File: src/rtl/hamming_secded_codec_pkg.sv
// Shared constants and elaboration-time helpers for the Hamming SECDED codec.
package hamming_secded_codec_pkg;

    localparam logic MODE_ENC = 1'b0;
    localparam logic MODE_DEC = 1'b1;

    function automatic logic is_pow2(input int unsigned x);
        return (x != 0) && ((x & (x - 1)) == 0);
    endfunction

    // Smallest p with 2**p >= data_w + p + 1.
    function automatic int unsigned parity_bits(input int unsigned data_w);
        int unsigned p;
        p = 1;
        while ((32'd1 << p) < (data_w + p + 1)) p++;
        return p;
    endfunction

    // Codeword position of data bit k: the k-th non-power-of-two position from 3 up.
    function automatic int unsigned data_pos(input int unsigned k);
        int unsigned pos;
        int unsigned n;
        pos = 2;
        n   = 0;
        while (n <= k) begin
            pos++;
            if (!is_pow2(pos)) n++;
        end
        return pos;
    endfunction

endpackage

File: src/rtl/hamming_secded_codec_if.sv
// Input/output streaming bus of the SECDED codec.
interface hamming_secded_codec_if
    import hamming_secded_codec_pkg::*;
#(
    parameter int unsigned DATA_W = 16
);
    localparam int unsigned P      = parity_bits(DATA_W);
    localparam int unsigned CODE_W = DATA_W + P + 1;

    logic              in_valid;
    logic              in_ready;
    logic              in_mode;
    logic [CODE_W-1:0] in_word;
    logic              out_valid;
    logic              out_ready;
    logic              out_mode;
    logic [CODE_W-1:0] out_code;
    logic [DATA_W-1:0] out_data;
    logic [P-1:0]      out_syndrome;
    logic              out_corr;
    logic              out_uncorr;

    modport master (
        output in_valid, in_mode, in_word, out_ready,
        input  in_ready, out_valid, out_mode, out_code, out_data,
               out_syndrome, out_corr, out_uncorr
    );

    modport slave (
        input  in_valid, in_mode, in_word, out_ready,
        output in_ready, out_valid, out_mode, out_code, out_data,
               out_syndrome, out_corr, out_uncorr
    );
endinterface

File: src/rtl/hamming_secded_codec_syndrome.sv
// Hamming syndrome (XOR of indices of set bits 1..CODE_W-1) and overall parity of a codeword.
module hamming_secded_codec_syndrome #(
    parameter int unsigned CODE_W = 22,
    parameter int unsigned P      = 5
) (
    input  logic [CODE_W-1:0] code,
    output logic [P-1:0]      syndrome,
    output logic              overall
);
    always_comb begin
        syndrome = '0;
        for (int unsigned i = 1; i < CODE_W; i++) begin
            if (code[i]) syndrome = syndrome ^ P'(i);
        end
        overall = ^code;
    end
endmodule

File: src/rtl/hamming_secded_codec.sv
// Two-stage pipelined Hamming SECDED encoder/decoder with valid/ready on both
// sides and saturating corrected/uncorrectable counters.
module hamming_secded_codec
    import hamming_secded_codec_pkg::*;
#(
    parameter int unsigned DATA_W = 16,
    parameter int unsigned CNT_W  = 16
) (
    input  logic                     clk,
    input  logic                     rst,
    hamming_secded_codec_if.slave    bus,
    input  logic                     cnt_clr,
    output logic [CNT_W-1:0]         corr_cnt,
    output logic [CNT_W-1:0]         uncorr_cnt
);
    localparam int unsigned P      = parity_bits(DATA_W);
    localparam int unsigned CODE_W = DATA_W + P + 1;

    // Stage 1 state
    logic              s1_valid;
    logic              s1_mode;
    logic [CODE_W-1:0] s1_word;
    logic [P-1:0]      s1_syn;
    logic              s1_ovr;

    // Stage 2 (output) state
    logic              out_valid_q;
    logic              out_mode_q;
    logic [CODE_W-1:0] out_code_q;
    logic [DATA_W-1:0] out_data_q;
    logic [P-1:0]      out_syn_q;
    logic              out_corr_q;
    logic              out_uncorr_q;

    logic              s2_load_c;
    logic              in_fire_c;
    logic              out_fire_c;
    logic [CODE_W-1:0] enc_word_c;
    logic [CODE_W-1:0] s1_in_c;
    logic [P-1:0]      syn_c;
    logic              ovr_c;
    logic [CODE_W-1:0] s2_code_c;
    logic [DATA_W-1:0] s2_data_c;
    logic [P-1:0]      s2_syn_c;
    logic              s2_corr_c;
    logic              s2_uncorr_c;

    // Data scatter into codeword positions; parity positions and bit 0 start at zero.
    for (genvar k = 0; k < DATA_W; k++) begin : g_scatter
        localparam int unsigned POS = data_pos(k);
        assign enc_word_c[POS] = bus.in_word[k];
    end
    for (genvar j = 0; j < P; j++) begin : g_par_zero
        assign enc_word_c[2**j] = 1'b0;
    end
    assign enc_word_c[0] = 1'b0;

    // Same syndrome logic serves both modes: for encode it yields the parity bits.
    assign s1_in_c = (bus.in_mode == MODE_DEC) ? bus.in_word : enc_word_c;

    hamming_secded_codec_syndrome #(
        .CODE_W (CODE_W),
        .P      (P)
    ) u_syndrome (
        .code     (s1_in_c),
        .syndrome (syn_c),
        .overall  (ovr_c)
    );

    assign s2_load_c    = s1_valid && (!out_valid_q || bus.out_ready);
    assign bus.in_ready = !rst && (!s1_valid || s2_load_c);
    assign in_fire_c    = bus.in_valid && bus.in_ready;
    assign out_fire_c   = out_valid_q && bus.out_ready;

    // Stage 2 combinational: insert parity (encode) or classify and correct (decode).
    always_comb begin
        s2_code_c   = s1_word;
        s2_syn_c    = '0;
        s2_corr_c   = 1'b0;
        s2_uncorr_c = 1'b0;
        if (s1_mode == MODE_ENC) begin
            for (int j = 0; j < int'(P); j++) s2_code_c[2**j] = s1_syn[j];
            s2_code_c[0] = s1_ovr ^ (^s1_syn);
        end else begin
            s2_syn_c = s1_syn;
            if (s1_ovr) begin
                if (32'(s1_syn) < CODE_W) begin
                    s2_code_c = s1_word ^ (CODE_W'(1) << s1_syn);
                    s2_corr_c = 1'b1;
                end else begin
                    s2_uncorr_c = 1'b1;
                end
            end else if (s1_syn != '0) begin
                s2_uncorr_c = 1'b1;
            end
        end
    end

    for (genvar k = 0; k < DATA_W; k++) begin : g_gather
        localparam int unsigned POS = data_pos(k);
        assign s2_data_c[k] = s2_code_c[POS];
    end

    // Pipeline registers
    always_ff @(posedge clk) begin : p_pipe
        if (rst) begin
            s1_valid     <= 1'b0;
            s1_mode      <= 1'b0;
            s1_word      <= '0;
            s1_syn       <= '0;
            s1_ovr       <= 1'b0;
            out_valid_q  <= 1'b0;
            out_mode_q   <= 1'b0;
            out_code_q   <= '0;
            out_data_q   <= '0;
            out_syn_q    <= '0;
            out_corr_q   <= 1'b0;
            out_uncorr_q <= 1'b0;
        end else begin
            if (bus.in_ready) s1_valid <= bus.in_valid;
            if (in_fire_c) begin
                s1_mode <= bus.in_mode;
                s1_word <= s1_in_c;
                s1_syn  <= syn_c;
                s1_ovr  <= ovr_c;
            end
            if (s2_load_c) begin
                out_valid_q  <= 1'b1;
                out_mode_q   <= s1_mode;
                out_code_q   <= s2_code_c;
                out_data_q   <= s2_data_c;
                out_syn_q    <= s2_syn_c;
                out_corr_q   <= s2_corr_c;
                out_uncorr_q <= s2_uncorr_c;
            end else if (bus.out_ready) begin
                out_valid_q <= 1'b0;
            end
        end
    end

    // Saturating status counters; clear has priority over increment.
    always_ff @(posedge clk) begin : p_counters
        if (rst || cnt_clr) begin
            corr_cnt   <= '0;
            uncorr_cnt <= '0;
        end else begin
            if (out_fire_c && out_corr_q && !(&corr_cnt))
                corr_cnt <= corr_cnt + CNT_W'(1);
            if (out_fire_c && out_uncorr_q && !(&uncorr_cnt))
                uncorr_cnt <= uncorr_cnt + CNT_W'(1);
        end
    end

    assign bus.out_valid    = out_valid_q;
    assign bus.out_mode     = out_mode_q;
    assign bus.out_code     = out_code_q;
    assign bus.out_data     = out_data_q;
    assign bus.out_syndrome = out_syn_q;
    assign bus.out_corr     = out_corr_q;
    assign bus.out_uncorr   = out_uncorr_q;

endmodule

File: src/flat_wrapper.sv
// flat-port wrapper written by rule: the top's interface ports become plain ports
module hamming_secded_codec_flat import hamming_secded_codec_pkg::*;
#(
    parameter int unsigned DATA_W = 16,
    parameter int unsigned CNT_W  = 16
)
  (clk, rst, cnt_clr, corr_cnt, uncorr_cnt, bus_in_valid, bus_in_mode, bus_in_word, bus_out_ready, bus_in_ready, bus_out_valid, bus_out_mode, bus_out_code, bus_out_data, bus_out_syndrome, bus_out_corr, bus_out_uncorr);
  hamming_secded_codec_if #(.DATA_W(DATA_W)) bus_i ();
  input  logic clk;
  input  logic rst;
  input  logic cnt_clr;
  output logic [CNT_W-1:0] corr_cnt;
  output logic [CNT_W-1:0] uncorr_cnt;
  input wire logic [$bits(bus_i.in_valid)-1:0] bus_in_valid;
  input wire logic [$bits(bus_i.in_mode)-1:0] bus_in_mode;
  input wire logic [$bits(bus_i.in_word)-1:0] bus_in_word;
  input wire logic [$bits(bus_i.out_ready)-1:0] bus_out_ready;
  output wire logic [$bits(bus_i.in_ready)-1:0] bus_in_ready;
  output wire logic [$bits(bus_i.out_valid)-1:0] bus_out_valid;
  output wire logic [$bits(bus_i.out_mode)-1:0] bus_out_mode;
  output wire logic [$bits(bus_i.out_code)-1:0] bus_out_code;
  output wire logic [$bits(bus_i.out_data)-1:0] bus_out_data;
  output wire logic [$bits(bus_i.out_syndrome)-1:0] bus_out_syndrome;
  output wire logic [$bits(bus_i.out_corr)-1:0] bus_out_corr;
  output wire logic [$bits(bus_i.out_uncorr)-1:0] bus_out_uncorr;
  assign bus_i.in_valid = bus_in_valid;
  assign bus_i.in_mode = bus_in_mode;
  assign bus_i.in_word = bus_in_word;
  assign bus_i.out_ready = bus_out_ready;
  assign bus_in_ready = bus_i.in_ready;
  assign bus_out_valid = bus_i.out_valid;
  assign bus_out_mode = bus_i.out_mode;
  assign bus_out_code = bus_i.out_code;
  assign bus_out_data = bus_i.out_data;
  assign bus_out_syndrome = bus_i.out_syndrome;
  assign bus_out_corr = bus_i.out_corr;
  assign bus_out_uncorr = bus_i.out_uncorr;
  hamming_secded_codec #(.DATA_W(DATA_W), .CNT_W(CNT_W)) u_core (.clk(clk), .rst(rst), .bus(bus_i), .cnt_clr(cnt_clr), .corr_cnt(corr_cnt), .uncorr_cnt(uncorr_cnt));
endmodule
File: config.mk
export PLATFORM = sky130hd
export DESIGN_NAME = hamming_secded_codec_flat
export DESIGN_NICKNAME = d
export VERILOG_FILES = /design/src/rtl/hamming_secded_codec_pkg.sv /design/src/rtl/hamming_secded_codec_if.sv /design/src/rtl/hamming_secded_codec_syndrome.sv /design/src/rtl/hamming_secded_codec.sv /design/src/flat_wrapper.sv
export SDC_FILE = /design/constraint.sdc
export NUM_CORES = 1
export LEC_CHECK = 0
export ABC_AREA = 1
export ABC_CLOCK_PERIOD_IN_PS = 2900
export BUFFER_PORTS_ARGS = -buffer_cell sky130_fd_sc_hd__buf_2
export CORE_AREA = 2 2 113 115
export DETAILED_ROUTE_END_ITERATION = 6
export DIE_AREA = 0 0 115 117
export PLACE_DENSITY_LB_ADDON = 0.15
export SYNTH_ARGS = -nofsm -noshare
export SYNTH_HDL_FRONTEND = slang
export SYNTH_SLANG_ARGS = --single-unit
File: constraint.sdc
create_clock -name clk -period 2.9 [get_ports clk]
set_clock_uncertainty 0.05 [all_clocks]
set_input_delay 0.58 -clock clk [delete_from_list [all_inputs] [get_ports clk]]
set_output_delay 0.58 -clock clk [all_outputs]
set_load 0.1 [all_outputs]
## After elaboration in Yosys (flattened, before gate mapping)

Cells that the tools add are included.

- Register bits after elaboration: 109
- Bits of input ports: 28
- Output and inout port bits: 80
- Logic and storage cells: 104

- Add/sub/neg operators: 2
- Order comparisons: 1
- Shifts and indexed selects: 1
- Multiplexer cells: 42
- Bitwise gates (word level): 22
- Reduce and logical (&&, ||, !) cells: 22

Operators by type and width:

| kind | count |
|---|---|
| 2-to-1 mux 22 bit | 3 |
| 2-to-1 mux 5 bit | 8 |
| adder 16 x 1 -> 16 bit (second input constant) | 2 |
| 2-to-1 mux 4 bit | 8 |
| AND reduction 16 bit | 2 |
| parity 22 bit | 1 |
| << shifter 1 x 5 -> 22 bit (first input constant) | 1 |
| XOR 22 bit | 1 |
| 2-to-1 mux 3 bit | 6 |
| inverter 2 bit | 9 |
| inverter 3 bit | 6 |
| 2-to-1 mux 1 bit | 14 |
| logical AND 1 bit | 8 |
| 2-to-1 mux 7 bit | 1 |
| zero test 1 bit | 5 |
| less-than comparator 5 bit (second input constant) | 1 |
| nonzero test 5 bit | 1 |
| parity 5 bit | 1 |
| 2-to-1 mux 2 bit | 2 |
| inverter 1 bit (first input constant) | 4 |
| inverter 4 bit | 1 |
| logical OR 1 bit | 3 |
| nonzero test 2 bit | 1 |
| XOR 1 bit | 1 |

## Depth between registers and ports, before layout

- Word-level depth: 38
- Mapped depth: 17
- Gate-level depth less buffers: 15

## Cells and area by module

A second synthesis with hierarchy kept.

- Cell total of the unflattened synthesis: 914
- Area, all modules: 5904.4 µm²

By module, submodules not included:

| module | times used | cells an instance | area an instance (µm²) | seq. area each (µm²) |
|---|---|---|---|---|
| hamming_secded_codec | 1 | 774 | 5231.3 | 1861.8 |
| hamming_secded_codec_syndrome | 1 | 140 | 673.1 | 0.0 |

## Least setup slack after synthesis

Ideal clock, no wire load.

- Path type: flip-flop to flip-flop
- From: reg u_core.corr_cnt[0]
- To: reg u_core.corr_cnt[7]
- Library setup time: 0.168 ns
- Arrival time: 2.250 ns
- Required time: 2.682 ns
- Setup slack: 0.432 ns
- Cell stages (with the launch flop): 11
- Path buffers: 0
- Clock period less this slack: 2.468 ns
- Path through: dfxtp_1 -> ha_1 -> nand3_1 -> nor2_1 -> nand3_1 -> nand2_2 -> inv_1 -> nand3_1 -> nor2_1 -> o21ai_0 -> a21oi_1

- Cells in the longest elaborated chain, start to end: 3
- Elaborated cells on any way between the ends: 4
- Classes of those cells: 1 x add/sub; 3 x reduce/logical

Ends and longest elaborated chain:

| item | line | RTL |
|---|---|---|
| from (decl) | hamming_secded_codec.sv:13 | `output logic [CNT_W-1:0] corr_cnt,` |
| from (signal assigned) | hamming_secded_codec.sv:148 | `corr_cnt <= corr_cnt + CNT_W'(1);` |
| parallel branches: the longest is 3 deep, another holds adder 16 x 1 -> 16 bit | - |  |

Several ways; the timed one is not identified.
A chain may end at the register's enable or synchronous reset.

## Final worst setup path

- From: reg u_core.s1_mode
- To: reg u_core.out_code_q[14], in the netlist u_core.bus.out_code[14]

- Cells in the longest elaborated chain, start to end: 1

Ends and longest elaborated chain:

| item | line | RTL |
|---|---|---|
| from (decl) | hamming_secded_codec.sv:21 | `logic s1_mode;` |
| from (signal assigned) | hamming_secded_codec.sv:122 | `s1_mode <= bus.in_mode;` |
| 2-to-1 mux 7 bit | hamming_secded_codec.sv:81 | `if (s1_mode == MODE_ENC) begin` |
| to (signal assigned) | hamming_secded_codec.sv:130 | `out_code_q <= s2_code_c;` |
| to (decl) | hamming_secded_codec.sv:29 | `logic [CODE_W-1:0] out_code_q;` |

No other way between the ends.

==> results.cfg <==
[timing]
tightest_slew_ns = 0.7068
fin_crit_ns = 2.020
fmax_mhz = 495.1
rsz0062_at_grt = false
slew_viol_final = 0
setup_tns_ns = 0
period_share = 0.6965
hold_ws_ns = 0.4104
finalSetupViolCount = 0
hold_viol_final = 0
relSlewSlack = 0.5283

[critical_path]
cp_max_fo = 14
critPathSlowestCell = dfxtp_1
endpoint_kind = flip-flop
crit_path_start_kind = flip-flop
cp.buffers_inverters = 2
worstSetupPathType = reg2reg
cp_top_family = simple AND/OR/NAND/NOR gates
crit_chain = inv_1 -> nor2_1 -> nand2_1 -> o21ai_0 -> nand2_1 -> o221ai_1 -> inv_1
cp_data_required_time_ns = 3.09
critical-path-max-stage-delay_ns = 0.56
cp_data_arrival_time_ns = 2.21

[clocking]
cts_buffer_depth = 2
clock-root-buffer = clkbuf_16
cts_tree = yes
cts-resized-gates = 0
htreeDepth = 3
clk_latency_ns = 0.34
numCtsBuffers = 9
cts_hold_buf = 0
post-cts-setup-buffers = 0
cts.sinks = 93
clk_pin_slew_ns = 0.06

[cells_and_area]
n_antenna_cell = 0
fillers = 1285
final_cell_area_um2 = 6241
regArea_um2 = 1862
multiInputGateArea_um2 = 2869
syn2layout_area_growth_pct = 15.60
nets = 945
drive_gt1_frac = 0.1596

[drt]
drtPass1Iterations = 5
postRouteAntennaNets = 0
drtIter0Drc = 504
vias = 5423
wl_mm = 13.91
drc_errors = 0
via_per_inst = 5.092
routedWlPerCell_um = 13.06

[power]
p_leak_nw = 2.974
p_per_area_nw_per_um2 = 563.5
p_total_mw = 3.517
ir_drop_mv = 0.2843

[synthesis]
yosysTopAreaCellShare = 0.3448
yosysWarningCount = 0
synth_area_um2 = 5399
yosys_most_used_dff = dfxtp_1
synth_cells = 831
yosys.area.top_type = dfxtp_1
synthTopCellsByArea = dfxtp_1, nand2_1, inv_1
synth_seq_area_share = 0.3448
ys_ff_latch = 93
synth_common_cells = nand2_1, inv_1, dfxtp_1
syn_nets = 866
ys_types = 35
avgSynthCellArea_um2 = 6.497
async_flop_share = 0
synth-edff-count = 0
yosysMostFrequentCell = nand2_1

[placement]
port_buffers = 107
place_area_um2 = 5916
routabilityCongestion = 0.9186
hpwl_mm = 10.61

[grt]
grt_max_degree = 47
grt_pass1_wl_mm = 22.36
grtUsageTotal = 0.2085
grt_pass1_vias = 4676
antenna_found_initial = 0
grt-ovfl-total = 0

[hold_path]
worst_hold_path_type = reg2reg

[die]
coreArea_um2 = 12310
initial_core_util = 0.4385
pin_count = 108
die_h_um = 117
die_w_um = 115
num_rows = 41
die_area_um2 = 13460

[run]
drv_cap = 0

[status]
status = completed
-- stage by stage --
step / util / worst slack [ns] / instances
2_1_floorplan: - / 0.4320 / 831
3_3_place_gp: 0.4805 / 0.6294 / 1049
3_5_place_dp: 0.4805 / 0.6151 / 1049
4_1_cts: 0.5069 / 0.8998 / 1065
5_1_grt: 0.5069 / 0.6800 / 1065
6_report: 0.5069 / 0.8801 / 1065
-- layout make-up --
| cell class | count | share of cell area |
|---|---|---|
| Multi-Input combinational cell | 591 | 0.4597 |
| Sequential cell | 93 | 0.2983 |
| Timing Repair Buffer | 114 | 0.09864 |
| Inverter | 101 | 0.06115 |
| Clock buffer | 10 | 0.03829 |
| Tap cell | 150 | 0.03007 |
| Clock inverter | 6 | 0.01383 |
-- worst register-to-register path: stages (launching register included) --
cell and delay (ns):
dfxtp_1 0.56, inv_1 0.19, nor2_1 0.29, nand2_1 0.31, o21ai_0 0.24, nand2_1 0.07
o221ai_1 0.16, inv_1 0.05
-- kinds of logic (layout without fill, tap and decap cells) --
family                     Yosys count  after routing  synth area share
adders and majority gates            7              7           0.01622
AOI/OAI and AO/OA                  160            160            0.1708
DFF                                 93             93            0.3448
xor gates and xnor gates            22             22           0.03569
buffers and inverters              147            231            0.1242
and+or+nand+nor                    402            402            0.3082
-- sequential cells by signal, indices dropped and copies added (netlist names), 5 cells and up --
name	cells
u_core.s1_syn	5
u_core.bus.out_syndrome	5
u_core.s1_word	22
u_core.bus.out_code	21
u_core.uncorr_cnt	16
u_core.corr_cnt	16
-- report_power, final --
part           leakage [nW]  total, mW  internal [mW]  switching [mW]
sequential            0.759       1.40           1.34          0.0645
combinational          2.06      0.838          0.203           0.635
clock                 0.158       1.28          0.777           0.499
-- worst paths after layout --
kind / startpoint / endpoint / slack (ns) / depth (start not counted)
max: u_core.s1_mode / u_core.bus.out_code[14] / 0.88 / 7
min reg2reg: u_core.bus.out_syndrome[1] / u_core.bus.out_syndrome[1] / 0.41 / 2
max reg2reg: u_core.s1_mode / u_core.bus.out_code[14] / 0.88 / 7
min: u_core.bus.out_syndrome[1] / u_core.bus.out_syndrome[1] / 0.41 / 2
-- layer usage --
layer / wire length (um) / global-route usage / up-vias
met5: 0 / 0 / -
met4: 248 / 0.08112 / 0
met3: 513 / 0.01802 / 16
met2: 6625 / 0.3518 / 142
met1: 6527 / 0.2783 / 2405
li1: - / - / 2860
-- cell usage in the layout (no fill, tap or decap), types with 2 or more instances in the layout --
cell,count
nor4_1,4
dfxtp_1,93
clkinv_2,2
o21ai_2,5
nand4_1,6
bufinv_16,2
a211oi_1,2
clkbuf_16,9
xnor2_1,10
buf_12,2
nand2_1,263
buf_2,106
a21oi_1,55
nand3b_1,3
nor2_1,38
o21ai_1,5
xor2_1,12
inv_2,3
nor3_1,27
o211ai_1,6
inv_1,97
buf_4,6
a21boi_1,2
nand3_1,53
ha_1,7
o21ai_0,66
nand2_2,5
o221ai_1,15
No activity file was read; power rests on OpenSTA's default activity.
